$ cat src/rtl/uart_cmd_wrapper.sv
// uart_cmd_wrapper: UART link end that assembles two-byte commands and sends one-byte responses
module uart_cmd_wrapper #(
   parameter int BAUD_DIV = 2604,
   parameter int TO_BITS  = 64
) (
   input  logic        clk,
   input  logic        rst,
   input  logic        RX,
   output logic        TX,
   output logic [15:0] cmd,
   output logic        cmd_rdy,
   input  logic        clr_cmd_rdy,
   input  logic        trmt,
   input  logic [7:0]  resp,
   output logic        tx_done
);
   localparam int BW = $clog2(BAUD_DIV);
   localparam int TW = $clog2(TO_BITS * BAUD_DIV + 1);
   localparam logic [BW-1:0] HALF    = BW'(BAUD_DIV / 2);
   localparam logic [BW-1:0] LAST    = BW'(BAUD_DIV - 1);
   localparam logic [TW-1:0] TO_LAST = TW'(TO_BITS * BAUD_DIV - 1);

   typedef enum logic {RX_IDLE, RX_RECV} rx_st_t;
   typedef enum logic {WAIT_HIGH, WAIT_LOW} by_st_t;
   typedef enum logic {TX_IDLE, TX_SEND} tx_st_t;

   rx_st_t rx_st_q, rx_st_d;
   by_st_t by_st_q, by_st_d;
   tx_st_t tx_st_q, tx_st_d;
   logic rx_s1_q, rx_s2_q, rx_prev_q;
   logic [BW-1:0] rx_cnt_q, rx_cnt_d, tx_cnt_q, tx_cnt_d;
   logic [3:0] rx_bit_q, rx_bit_d, tx_bit_q, tx_bit_d;
   logic [7:0] rx_sh_q, rx_sh_d, hi_q, hi_d;
   logic [9:0] tx_sh_q, tx_sh_d;
   logic [TW-1:0] to_q, to_d;
   logic [15:0] cmd_q, cmd_d;
   logic stb_q, stb_d, rdy_q, rdy_d, done_q, done_d;
   logic start, set_rdy, wipe_rdy;

   assign start   = (rx_st_q == RX_IDLE) && rx_prev_q && !rx_s2_q;
   assign TX      = (tx_st_q == TX_SEND) ? tx_sh_q[0] : 1'b1;
   assign cmd     = cmd_q;
   assign cmd_rdy = rdy_q;
   assign tx_done = done_q;

   // All state registers, synchronous reset to idle
   always_ff @(posedge clk) begin
      if (rst) begin
         rx_s1_q   <= 1'b1;
         rx_s2_q   <= 1'b1;
         rx_prev_q <= 1'b1;
         rx_st_q   <= RX_IDLE;
         rx_cnt_q  <= '0;
         rx_bit_q  <= '0;
         rx_sh_q   <= '0;
         stb_q     <= 1'b0;
         by_st_q   <= WAIT_HIGH;
         hi_q      <= '0;
         to_q      <= '0;
         cmd_q     <= '0;
         rdy_q     <= 1'b0;
         tx_st_q   <= TX_IDLE;
         tx_cnt_q  <= '0;
         tx_bit_q  <= '0;
         tx_sh_q   <= '0;
         done_q    <= 1'b0;
      end else begin
         rx_s1_q   <= RX;
         rx_s2_q   <= rx_s1_q;
         rx_prev_q <= rx_s2_q;
         rx_st_q   <= rx_st_d;
         rx_cnt_q  <= rx_cnt_d;
         rx_bit_q  <= rx_bit_d;
         rx_sh_q   <= rx_sh_d;
         stb_q     <= stb_d;
         by_st_q   <= by_st_d;
         hi_q      <= hi_d;
         to_q      <= to_d;
         cmd_q     <= cmd_d;
         rdy_q     <= rdy_d;
         tx_st_q   <= tx_st_d;
         tx_cnt_q  <= tx_cnt_d;
         tx_bit_q  <= tx_bit_d;
         tx_sh_q   <= tx_sh_d;
         done_q    <= done_d;
      end
   end

   // Receiver: half-bit first delay, then one sample per bit period at mid-bit
   always_comb begin
      rx_st_d  = rx_st_q;
      rx_cnt_d = rx_cnt_q;
      rx_bit_d = rx_bit_q;
      rx_sh_d  = rx_sh_q;
      stb_d    = 1'b0;
      if (rx_st_q == RX_IDLE) begin
         if (start) begin
            rx_st_d  = RX_RECV;
            rx_cnt_d = HALF;
            rx_bit_d = '0;
         end
      end else if (rx_cnt_q != '0) rx_cnt_d = rx_cnt_q - 1'b1;
      else begin
         rx_cnt_d = LAST;
         rx_bit_d = rx_bit_q + 1'b1;
         if (rx_bit_q == 4'd0) begin
            if (rx_s2_q) rx_st_d = RX_IDLE;
         end else if (rx_bit_q == 4'd9) begin
            rx_st_d = RX_IDLE;
            stb_d   = rx_s2_q;
         end else rx_sh_d = {rx_s2_q, rx_sh_q[7:1]};
      end
   end

   // Byte pairing; the inter-byte timeout only runs while the receiver is idle
   always_comb begin
      by_st_d  = by_st_q;
      hi_d     = hi_q;
      to_d     = '0;
      cmd_d    = cmd_q;
      set_rdy  = 1'b0;
      wipe_rdy = 1'b0;
      if (by_st_q == WAIT_HIGH) begin
         if (stb_q) begin
            hi_d     = rx_sh_q;
            by_st_d  = WAIT_LOW;
            wipe_rdy = 1'b1;
         end
      end else if (stb_q) begin
         cmd_d   = {hi_q, rx_sh_q};
         by_st_d = WAIT_HIGH;
         set_rdy = 1'b1;
      end else if (rx_st_q == RX_IDLE && !start) begin
         to_d = to_q + 1'b1;
         if (to_q == TO_LAST) begin
            by_st_d = WAIT_HIGH;
            hi_d    = '0;
            to_d    = '0;
         end
      end
      rdy_d = set_rdy | (rdy_q & ~clr_cmd_rdy & ~wipe_rdy);
   end

   // Transmitter: shift out {stop, data, start}, each bit held BAUD_DIV clocks
   always_comb begin
      tx_st_d  = tx_st_q;
      tx_cnt_d = tx_cnt_q;
      tx_bit_d = tx_bit_q;
      tx_sh_d  = tx_sh_q;
      done_d   = done_q;
      if (tx_st_q == TX_IDLE) begin
         if (trmt) begin
            tx_st_d  = TX_SEND;
            tx_sh_d  = {1'b1, resp, 1'b0};
            tx_cnt_d = '0;
            tx_bit_d = '0;
            done_d   = 1'b0;
         end
      end else if (tx_cnt_q != LAST) tx_cnt_d = tx_cnt_q + 1'b1;
      else begin
         tx_cnt_d = '0;
         tx_bit_d = tx_bit_q + 1'b1;
         tx_sh_d  = {1'b1, tx_sh_q[9:1]};
         if (tx_bit_q == 4'd9) begin
            tx_st_d = TX_IDLE;
            done_d  = 1'b1;
         end
      end
   end
endmodule

$ cat config.mk
export PLATFORM = sky130hd
export DESIGN_NAME = uart_cmd_wrapper
export DESIGN_NICKNAME = d
export VERILOG_FILES = /design/src/rtl/uart_cmd_wrapper.sv
export SDC_FILE = /design/constraint.sdc
export NUM_CORES = 1
export LEC_CHECK = 0
export ABC_AREA = 0
export CORE_MARGIN = 1
export CORE_UTILIZATION = 54
export CTS_BUF_LIST = sky130_fd_sc_hd__clkbuf_8
export CTS_CLUSTER_DIAMETER = 30
export DETAILED_ROUTE_END_ITERATION = 10
export PLACE_DENSITY = 0.77
export SKIP_CTS_REPAIR_TIMING = 1
export SLEW_MARGIN = 20
export SYNTH_ARGS = -nofsm -noshare
export SYNTH_HDL_FRONTEND = slang
export SYNTH_SLANG_ARGS = --single-unit
$ cat constraint.sdc
create_clock -name clk -period 1.9 [get_ports clk]
set_clock_uncertainty 0.2 [all_clocks]
set_input_delay 0.285 -clock clk [delete_from_list [all_inputs] [get_ports clk]]
set_output_delay 0.285 -clock clk [all_outputs]
set_load 0.05 [all_outputs]
==> qor.yml <==
run_status:
  status: "complete, no violations"
sta:
  fmax_mhz: 538.6
  min_period_ps: 1857
  rsz0062_at_grt: "yes"
  fin_crit_sh: 0.9772
  setup_viol: 0
  drv_slew: 0
  finalHoldViolations: 0
  worst_pin_slew_ps: 409.6
  fin_ws_ps: 43.28
  slew_headroom: 0.7244
pwr:
  pwr_density_cell_nw_per_um2: 722.3
  peakVddDrop_mv: 0.5812
  p_sw_mw: 1.135
  p_clk_frac: 0.336
  seqPwrFrac: 0.531
  total_power_mw: 4.176
  p_leak_nw: 2.090
  switching_share: 0.2717
  p_int_mw: 3.041
  p_comb_frac: 0.133
cells_and_area:
  nFillCells: 722
  fin_util: 0.6662
  final_area_um2: 5782
  diodes: 0
  drive_gt1_frac: 0.2180
  nNetsFinal: 628
  multi_input_area_um2: 2638
  area_delta_synth_final_pct: 19.90
  regArea_um2: 2041
placed_design:
  gp_congestion: 0.8265
  dp_slack_ps: -73.92
  place_area_um2: 5459
  dpl.hpwl_mm: 7.379
  io_buffers: 31
yosys:
  synth_top_cell_area_share: 0.4193
  ys_seq_area_frac: 0.4193
  synth-seq-cells: 101
  netlist_instances: 539
  yosysWarningCount: 0
  syn_area_per_cell_um2: 8.946
  synth_top_cell_by_area: "dfxtp_1"
  synth-async-reset-ratio: 0
  netlist-cell-type-count: 63
  synth_area_um2: 4822
  yosys-top-cells-area: "dfxtp_1 (42%), mux2i_1 (6.4%), nor2_1 (4.9%), nand3_1 (3.0%), nand4_1 (2.9%)"
  synth-main-ff-cell: "dfxtp_1"
  synth_nets: 562
  synth_edf_count: 0
clock_network:
  cts.sinks: 101
  clk_latency_ps: 370
  cts.clk_slew.worst_paths_ps: 100
  cts-root-buf: "clkbuf_8"
  clockBufferDepth: 2
  cts_tree: "yes"
  cts_buffers: 9
  cts_max_level: 3
die:
  dieArea_um2: 9311
  io_pins: 32
  floorplan.initialDensity: 0.5557
  die_h_um: 96.50
  core_um2: 8678
  placementRows: 34
  chipWidth_um: 96.50
setup_path:
  critical_path.slowest_cell: "o31ai_4"
  r2r_start: "to_q[16]$_SDFF_PP0_"
  critPathBufInv: 1
  cp-start-kind: "flop"
  worst_setup_path_end_kind: "flop"
  critPathKind: "flop to flop"
  r2r-end: "hi_q[1]$_SDFFE_PP0P_"
  required_ps: 1950
  path_max_fanout: 8
  crit_chain: "nand4bb_4, nand4bb_1, buf_4, o31ai_4, o211ai_1"
  ff2ff_setup_slack_ps: 40
  cp_top_family: "compound AO/OA/AOI/OAI gates"
  critPathMaxStageDelay_ps: 390
  r2r_cells: 5
  worstPathArrival_ps: 1900
route:
  first_pass_iters: 4
  drt_iter0_drc: 162
  wl_mm: 10.36
  vias_per_cell: 5.662
  routedWlPerCell_um: 14.43
  drtAntennaViolNets: 0
  drc_errors: 0
  vias: 4065
global_route:
  grt_pass1_wl_mm: 16.81
  grt_max_degree: 24
  grt_pass1_vias: 3772
  grt_overflow: 0
  grt_usage: 0.2306
  antenna_found_initial: 0
min_path:
  holdPathStages: 2
  min_from: "rst"
  hold_end: "cmd[14]$_SDFFE_PP0P_"
  worstHoldPathType: "primary input to flop"
job:
  maxCapViolCount: 0
[metrics by stage]
stage	cells	hold slack (ps)	setup TNS (ps)
floorplan	539	188.8	0
global placement	700	198.0	0
detailed placement	700	198.6	-322.9
CTS	716	96.32	-627.5
global route	718	96.06	-85.31
finish	718	117.4	0
[synthesized netlist by cell type, types with 12 or more instances]
cell / count
dfxtp_1: 101
nor2_1: 63
mux2i_1: 31
nand2_1: 29
nand3_1: 29
inv_1: 26
nand4_1: 22
a21oi_1: 19
clkbuf_1: 15
xnor2_1: 15
o211ai_1: 14
o21ai_0: 14
nand2b_1: 12
[power by group through the flow]
stage	clock network (mW)	registers, mW	logic [mW]
2_1_floorplan	0	2.25	0.351
3_3_place_gp	0	2.26	0.511
3_5_place_dp	0	2.26	0.529
4_1_cts	1.44	2.21	0.531
5_1_grt	1.52	2.22	0.610
6_report	1.40	2.22	0.555
[registers in the layout (all words and copies together) (netlist names)]
register and flops:
stb_q 1, rx_st_q 1, rx_cnt_q 12, tx_bit_q 4, cmd_rdy 1, by_st_q 1
hi_q 8, tx_st_q 1, tx_done 1, tx_sh_q 10, rx_bit_q 4, tx_cnt_q 12
rx_s2_q 1, cmd 16, rx_s1_q 1, rx_sh_q 8, rx_prev_q 1, to_q 18
[placed cells by master (no fill, tap or decap), types with 3 or more instances in the layout]
cell / count
or3_1: 7
clkbuf_8: 9
xor2_1: 4
o211ai_1: 14
xnor2_1: 15
dfxtp_2: 12
a31oi_1: 7
inv_1: 27
or2_2: 7
nand2b_1: 12
nand3b_1: 3
buf_4: 68
nand4_1: 22
and2_1: 11
nor3b_1: 5
nor2b_1: 3
nand2_1: 29
o21ai_0: 14
nor3_1: 10
nand3_1: 29
inv_6: 3
nor2_1: 63
and3_1: 3
ha_1: 9
dfxtp_1: 88
nor4_1: 5
clkdlybuf4s50_1: 11
mux2i_1: 31
a211oi_1: 10
o31ai_1: 4
a21oi_1: 18
[cell type report]
class                      instances  area share
clock inverter                     7     0.01363
timing repair buffer              83      0.1156
inverter                          26     0.01688
sequential                       101      0.3530
tap                              108     0.02337
multi-input combinational        384      0.4562
clock buffer                       9     0.02142
[how the worst max path moves through the flow]
| stage | from | end | cells past startpoint |
|---|---|---|---|
| 2_1_floorplan | to_q[0]$_SDFF_PP0_ | to_q[11]$_SDFF_PP0_ | 6 |
| 3_3_place_gp | to_q[8]$_SDFF_PP0_ | hi_q[7]$_SDFFE_PP0P_ | 5 |
| 3_5_place_dp | to_q[11]$_SDFF_PP0_ | hi_q[1]$_SDFFE_PP0P_ | 5 |
| 4_1_cts | to_q[11]$_SDFF_PP0_ | hi_q[1]$_SDFFE_PP0P_ | 5 |
| 5_1_grt | to_q[8]$_SDFF_PP0_ | to_q[17]$_SDFF_PP0_ | 5 |
| 6_report | to_q[16]$_SDFF_PP0_ | hi_q[1]$_SDFFE_PP0P_ | 5 |
[cells by family after synthesis]
group           synth area share
flops                     0.4193
buf+inv                  0.05007
simple gates              0.2826
fa+ha+maj                0.02595
xor+xnor                 0.03451
compound gates            0.1233
mux                      0.06435
[metal layers]
layer  wire (µm)  GRT usage  vias to the layer above
li1            -          -                     2067
met1        4665     0.2811                     1904
met2        5190     0.4014                       86
met3         416    0.05556                        8
met4          92    0.06740                        0
met5           0          0                        -
No activity file was read; power rests on OpenSTA's default activity.
